==> src/rtl/ula_arbiter.sv <==
// rtl/ula_arbiter.sv - two-requester round-robin front end for a shared ULA
module ula_arbiter #(
  parameter int WIDTH         = 32,
  parameter int SETTLE_CYCLES = 1,
  parameter bit FORBID_BREAK  = 1'b1
) (
  input  logic             clk,
  input  logic             rst_n,
  input  logic [1:0]       req_valid,
  output logic [1:0]       req_ready,
  input  logic [WIDTH-1:0] req0_a,
  input  logic [WIDTH-1:0] req0_b,
  input  logic [3:0]       req0_op,
  input  logic [WIDTH-1:0] req1_a,
  input  logic [WIDTH-1:0] req1_b,
  input  logic [3:0]       req1_op,
  output logic [WIDTH-1:0] ula_a,
  output logic [WIDTH-1:0] ula_b,
  output logic [3:0]       ula_op,
  input  logic [WIDTH-1:0] ula_s,
  input  logic             ula_z,
  output logic             rsp_valid,
  input  logic             rsp_ready,
  output logic             rsp_id,
  output logic [WIDTH-1:0] rsp_s,
  output logic             rsp_z,
  output logic             rsp_err
);

  typedef enum logic [1:0] {
    IDLE = 2'd0,
    EXEC = 2'd1,
    RESP = 2'd2
  } state_t;

  localparam logic [3:0] SETTLE_INIT = 4'(SETTLE_CYCLES);
  localparam logic [3:0] OP_BREAK    = 4'b1111;
  localparam logic [3:0] OP_NOP      = 4'b0000;

  state_t           state;
  state_t           state_nxt;
  logic             ptr;
  logic [3:0]       cnt;
  logic             gnt;
  logic             accept;
  logic             reject;
  logic [WIDTH-1:0] sel_a;
  logic [WIDTH-1:0] sel_b;
  logic [3:0]       sel_op;

  // Pick the requester to serve: a lone valid wins, a tie goes to the RR pointer
  always_comb begin
    gnt = ptr;
    if (req_valid == 2'b01) begin
      gnt = 1'b0;
    end else if (req_valid == 2'b10) begin
      gnt = 1'b1;
    end
  end

  assign accept = (state == IDLE) && req_valid[gnt];
  assign sel_a  = gnt ? req1_a  : req0_a;
  assign sel_b  = gnt ? req1_b  : req0_b;
  assign sel_op = gnt ? req1_op : req0_op;
  assign reject = FORBID_BREAK && (sel_op == OP_BREAK);

  // State register
  always_ff @(posedge clk or negedge rst_n) begin
    if (!rst_n) begin
      state <= IDLE;
    end else begin
      state <= state_nxt;
    end
  end

  // Next-state decision; a rejected opcode skips the ULA and answers at once
  always_comb begin
    state_nxt = state;
    case (state)
      IDLE: begin
        if (accept) begin
          state_nxt = reject ? RESP : EXEC;
        end
      end
      EXEC: begin
        if (cnt == 4'd1) begin
          state_nxt = RESP;
        end
      end
      RESP: begin
        if (rsp_ready) begin
          state_nxt = IDLE;
        end
      end
      default: state_nxt = IDLE;
    endcase
  end

  // Ready is one-hot on the granted requester, and only while idle
  always_comb begin
    req_ready = 2'b00;
    if (accept) begin
      req_ready[gnt] = 1'b1;
    end
  end

  // Operand latching, settle countdown and response capture
  always_ff @(posedge clk or negedge rst_n) begin
    if (!rst_n) begin
      ptr       <= 1'b0;
      cnt       <= 4'd0;
      ula_a     <= '0;
      ula_b     <= '0;
      ula_op    <= OP_NOP;
      rsp_valid <= 1'b0;
      rsp_id    <= 1'b0;
      rsp_s     <= '0;
      rsp_z     <= 1'b0;
      rsp_err   <= 1'b0;
    end else begin
      case (state)
        IDLE: begin
          if (accept) begin
            ptr    <= ~gnt;
            rsp_id <= gnt;
            ula_a  <= sel_a;
            ula_b  <= sel_b;
            if (reject) begin
              // Never let the break opcode reach the ULA
              ula_op    <= OP_NOP;
              cnt       <= 4'd0;
              rsp_s     <= '0;
              rsp_z     <= 1'b0;
              rsp_err   <= 1'b1;
              rsp_valid <= 1'b1;
            end else begin
              ula_op <= sel_op;
              cnt    <= SETTLE_INIT;
            end
          end
        end
        EXEC: begin
          cnt <= cnt - 4'd1;
          if (cnt == 4'd1) begin
            rsp_s     <= ula_s;
            rsp_z     <= ula_z;
            rsp_err   <= 1'b0;
            rsp_valid <= 1'b1;
          end
        end
        RESP: begin
          if (rsp_ready) begin
            rsp_valid <= 1'b0;
          end
        end
        default: begin
          rsp_valid <= 1'b0;
        end
      endcase
    end
  end

endmodule

==> config.mk <==
export PLATFORM = sky130hd
export DESIGN_NAME = ula_arbiter
export DESIGN_NICKNAME = d
export VERILOG_FILES = /design/src/rtl/ula_arbiter.sv
export SDC_FILE = /design/constraint.sdc
export NUM_CORES = 1
export LEC_CHECK = 0
export ABC_AREA = 1
export CAP_MARGIN = 20
export CORE_AREA = 2 2 116 118
export DETAILED_ROUTE_END_ITERATION = 8
export DIE_AREA = 0 0 118 120
export PLACE_DENSITY = 0.88
export SYNTH_ARGS = -nofsm -noshare
export SYNTH_HDL_FRONTEND = slang
export SYNTH_SLANG_ARGS = --single-unit
==> constraint.sdc <==
create_clock -name clk -period 1.59 [get_ports clk]
set_input_delay 0.318 -clock clk [delete_from_list [all_inputs] [get_ports clk]]
set_output_delay 0.318 -clock clk [all_outputs]
set_load 0.005 [all_outputs]
# After elaboration in Yosys (flattened, before gate mapping)
# Cells that the tools add are included.
# classes
div_mod_pow	0
bitwise_logic	1
mul	0
order_cmp	2
eq_ne	10
add_sub_neg	1
n_mux	34
shift	0
n_reduce_logical	9
# op_table
operator	n
$mux W32	5
$pmux W32 S2	1
$mux W1	14
$mux W4	3
$mux W2	5
$ne A2 B2 Y1 const B	4
$pmux W4 S2	1
$reduce_and A4 Y1	2
$pmux W2 S3	1
$eq A2 B1 Y1 const B	2
$eq A2 B2 Y1 const B	2
$eq A4 B1 Y1 const B	1
$eq A4 B4 Y1 const B	1
$pmux W1 S2	2
$reduce_and A2 Y1	2
$sub A4 B1 Y4 const B	1
$pmux W1 S3	1
$reduce_and A3 Y1	1
$logic_and A1 B1 Y1	2
$logic_not A2 Y1	1
$lt A1 B2 Y1 const B	1
$reduce_bool A2 Y1	1
$demux W1 S1	1
$ge A1 B1 Y1 const B	1
$not A1 Y1	1
# word_totals
wordCells	68
mem_bits_ro	0
input_bits	174
latchBits	0
mem_bits_rw	0
memories	0
regBits	111

# Logic depth before layout (Yosys ltp)
# logic_depth
ltp_word	8
ltp_mapped	12
depth_no_buf	11

# Worst setup path after synthesis
# OpenSTA, ideal clock, no wires.
# synth_timing
kind	register -> register
from	register ptr
to	register rsp_s[12]
stages_incl_launch_ff	12
arrival_time_ns	1.326
setup_slack_ns	0.147
path_cell_list	dfrtp_1 inv_1 nand2_2 nand3_1 nand2_1 nor2_2 nand2_2 nand2_4 nand2_4 buf_6 nand2_1 nand2_1
# synth_between
elab_chain_len	7
word_cells_on_any_way	10
cone_classes	eq/ne: 3; mux: 5; reduce/logical: 2
# synth_lines
element	line	source
from (decl)	42	logic ptr;
from (signal assigned)	124	ptr <= ~gnt;
$mux W1 (*)	56	end else if (req_valid == 2'b10) begin
$mux W1 (*)	54	if (req_valid == 2'b01) begin
$mux W1 (not written as such) (2 in a row)	61	assign accept = (state == IDLE) && req_valid[gnt];
$logic_and A1 B1 Y1	61	
$ne A2 B2 Y1 (no source line)	-	
$reduce_and A4 Y1 (no source line) (*)	-	
to (signal assigned)	145	rsp_s <= ula_s;
to (decl)	25	output logic [WIDTH-1:0] rsp_s,
# Every way passes the cells marked *; elsewhere a longest branch is shown, timed or not. The select of a mux whose other input is x is not followed.
# A chain may end at the register's enable or synchronous reset.

# Worst setup path after layout
# layout_timing
from	register state[1]
to	register rsp_s[30]
# layout_between
elab_chain_len	4
word_cells_on_any_way	9
cone_classes	eq/ne: 4; mux: 1; reduce/logical: 4
# layout_lines
element	line	source
from (decl)	40	state_t state;
from (signal assigned)	72	state <= state_nxt;
$logic_not A2 Y1	61, 121	
$logic_and A1 B1 Y1	61	
$ne A2 B2 Y1 (no source line)	-	
$reduce_and A4 Y1 (no source line)	-	
# Parallel ways exist; a longest one is shown, timed or not.

==> impl_results.md <==
- Failing checks: negative setup slack
- Total track usage: 23.59%
- Top Ports: 280
- Inserted Clock Buffers: 9
- Hold Crit Class: register to register
- Gpl congestion: 0.8315
- Cell area after layout: 8955 µm²
- 1st-iter DRT viols: 368
- VDD IR max: 0.7492 mV
- Hpwl dp: 12000 µm
- Port bufs: 279
- Slew @ Worst Pin: between 0.3 and 0.4 ns
- Tcrit/Tclk final: 106.6%
- Non-Filler Instances: 1080
- Buf+Inv Stages, Crit Path: 6
- Post-synthesis sequential area ratio: a little under three fifths
- Syn_area_per_cell: between 8 and 9 µm²
- HP Start: rsp_valid$_DFFE_PN0P_
- Count of cell types in the netlist: 24
- Root Driver: clkbuf_16
- Die ar.: 14160 µm²
- Routed wire length: between 15000 and 20000 µm
- Antenna Cells: 0
- Fin. max-slew vios: 0
- Fillers: between 900 and 1k
- Final WS setup: -0.1049 ns
- Synthesized flop and latch total: 111
- EDFF count, synth: 0
- Cells after Synth: a little under 600
- Reg2reg end: rsp_s[30]$_DFFE_PN0P_
- Initial Util: 37.96%
- Status: complete, but fails checks
- Area post-placement: 8061 µm²
- R2R depth: 11
- Die height: roughly 120 µm
- Worst-Skew Late Latency: 0.35 ns
- FF-to-FF setup slack: -0.10 ns
- Yosys warning total: 0
- Achievable Freq: 590.0 MHz
- Vias: roughly 5.3k
- Area occupied by multi-input gates: 2096 µm²
- Vias in the first global route: 5003
- Final ANT Viol Nets: 0
- Synth Net Count: about 760
- CP delay by family, top: buffers and inverters
- CTS sink cnt: 111
- 1st-pass router iterations: 5
- Worst Skew: 0.007106 ns
- Most common cell on crit path: buf_4
- Tmin final: roughly 1.7 ns
- Pin count of the biggest net entering global routing: 63
- CP Data Arrival Time: just under 2 ns
- GRT overflow: 0
- Clk buf depth: 2
- Startpoint Class: register
- Fin. Hold Viols: 0
- Cells after DPL: 1033
- First-pass GRT wire length: 26120 µm
- H-tree depth: 3
- Share of post-route cells with drive strength above 1: 16.15%
- Core ar.: roughly 13000 µm²
- Max-cap violations: 0
- WHS Endpoint: rsp_valid$_DFFE_PN0P_
- Power per cell area: around 1800 nW/µm²
- Worst Hold Path Cells: 2
- Pleak: between 4 and 5 nW
- CP Cell Sequence: inv_2 -> buf_4 -> buf_4 -> buf_4 -> buf_4 -> nand2_1 -> nor2_4 -> nand2_8 -> clkbuf_16 -> nand2_1 -> nand2_1
- Slew Limit Headroom: 76.56%
- Netlist Area Pre-Place: 4927 µm²
- Clock Pin Slew Worst Setup and Hold Paths: 0.07 ns
- Critical Path RT: ~1.8 ns
- RSZ-0062 raised after global routing: yes
- Vias per cell: between 4 and 5
- CP Capture Type: register
- Critical path class: register to register
- Final Power: between 0.015 and 0.02 W
- Area grow syn2layout: 81.74%
- Nets@finish: approximately 1.1k
- Final setup vio count: 38
- Initial antenna violation count: 0
- Synth async-reset ratio: 100.0%
- Slowest cell on crit path: dfrtp_1
- Drt drc: 0
- Die W: approximately 120 µm
- Crit Reg-Reg Startpoint: state[1]$_DFFE_PN0P_
- Wire per inst: 16.68 µm
- Sequential cell area: ~2800 µm²
- CP max stage delay: approximately 0.4 ns
- # rows: 42
- Synth Flop Type: dfrtp_1
- Crit-path max FO: 6
- CTS tree: yes
==> cell families (layout without fill, tap and decap cells) <==
group	after synthesis	after routing	share of synthesized area, %
AND/OR/NAND/NOR	409	409	36.34
flip-flops	111	111	56.37
buffers and inverters	50	372	4.901
AO/OA/AOI/OAI	8	8	1.524
adder cells (fa/ha/maj)	2	2	0.5078
XOR/XNOR	2	2	0.3556
==> flip-flops by register name, indices dropped and copies added (netlist names) <==
register / flops
rsp_valid: 1
cnt: 4
ula_a: 32
state: 2
rsp_err: 1
ula_b: 32
ula_op: 4
rsp_z: 1
rsp_id: 1
rsp_s: 32
ptr: 1
==> per-layer routing <==
| layer | global-route usage [%] | vias to the layer above | wire length, µm |
|---|---|---|---|
| met1 | 26.95 | 2491 | 6850 |
| li1 | - | 2491 | - |
| met3 | 6.702 | 38 | 1417 |
| met5 | 0 | - | 0 |
| met2 | 42.11 | 259 | 9201 |
| met4 | 8.584 | 0 | 546 |
==> cell usage after synthesis, types with 2 or more instances <==
| cell | instances | area [µm²] |
|---|---|---|
| buf_2 | 7 | 35.03 |
| buf_4 | 6 | 45.04 |
| buf_6 | 3 | 33.78 |
| clkbuf_1 | 14 | 52.55 |
| dfrtp_1 | 111 | 2778 |
| ha_1 | 2 | 25.02 |
| inv_1 | 13 | 48.80 |
| inv_2 | 7 | 26.28 |
| nand2_1 | 266 | 998.5 |
| nand2_2 | 23 | 143.9 |
| nand2_4 | 4 | 45.04 |
| nand3_1 | 102 | 510.5 |
| nand3b_1 | 4 | 30.03 |
| nand4_1 | 4 | 25.02 |
| nor2_1 | 2 | 7.510 |
| nor2_2 | 3 | 18.77 |
| o22ai_1 | 4 | 25.02 |
==> stage by stage <==
step / setup TNS, ns / utilization, % / worst slack (ns) / hold slack, ns
2_1_floorplan: 0 / - / 0.1468 / 0.02241
3_3_place_gp: -38.05 / 62.11 / -0.4913 / 0.3463
3_5_place_dp: -41.65 / 62.11 / -0.5106 / 0.3493
4_1_cts: -1.475 / 65.95 / -0.05593 / 0.4744
5_1_grt: -5.953 / 68.99 / -0.2235 / 0.4888
6_report: -2.161 / 68.99 / -0.1049 / 0.4712
==> worst min-delay path: stages (launching register included) <==
cell     delay (ns)
dfrtp_1        0.34
nand2_1        0.05
nand2_1        0.05
==> how the worst max path moves through the flow <==
| stage | startpoint | end | slack (ns) | cells after the start |
|---|---|---|---|---|
| after floorplan | ptr$_DFFE_PN0P_ | rsp_s[12]$_DFFE_PN0P_ | 0.15 | 11 |
| after global routing | ptr$_DFFE_PN0P_ | rsp_s[30]$_DFFE_PN0P_ | -0.22 | 12 |
| after detailed placement | req_valid[1] | req_ready[1] | -0.51 | 6 |
| after global placement | req_valid[1] | req_ready[1] | -0.49 | 6 |
| after CTS | ptr$_DFFE_PN0P_ | req_ready[0] | -0.06 | 5 |
| final | state[1]$_DFFE_PN0P_ | rsp_s[30]$_DFFE_PN0P_ | -0.10 | 11 |
==> area by class of cell <==
| cell class | instances | area share (%) |
|---|---|---|
| clock buffers | 14 | 2.948 |
| multi-input cells | 421 | 23.40 |
| clock inverters | 2 | 0.1677 |
| well taps | 176 | 2.459 |
| repair buffers | 336 | 39.16 |
| inverters | 20 | 0.8383 |
| flip-flops and latches | 111 | 31.02 |
==> report_power, final <==
part	leakage [nW]	switching [W]	total [W]	internal, W
Combinational	2.98	0.00420	0.00889	0.00470
Clock	0.129	0.00101	0.00216	0.00115
Sequential	1.40	0.000755	0.00488	0.00412
Total	4.50	0.00596	0.0159	0.00997
==> cells in the final DEF, fill, tap and decap left out <==
cell	n
dfrtp_1	111
nor2_4	4
nand2_2	36
buf_8	1
inv_2	8
buf_12	5
clkbuf_1	3
clkbuf_16	12
o22ai_1	4
clkdlybuf4s50_1	240
dlymetal6s2s_1	27
buf_2	1
a21oi_4	1
buf_16	5
a31oi_4	1
clkinvlp_4	2
o211ai_1	1
nand3b_1	4
nand3_1	100
nand2_8	1
xor2_1	1
inv_1	12
clkbuf_8	2
nand2_1	238
dlygate4sd3_1	1
buf_6	4
a21oi_2	1
dlygate4sd2_1	9
nand2_4	18
nor2_2	2
xnor2_1	1
nand3_2	2
ha_1	2
nand4_1	4
buf_4	40
==> what timing repair did <==
item	in CTS	in global routing
hold endpoints to repair	111	0
pin swaps	7	13
resized for setup	32	74
setup endpoints to repair	97	134
setup buffers	13	15
gates cloned	3	3
hold buffers	1	0
Note: power is estimated with default switching activity, not from simulation.
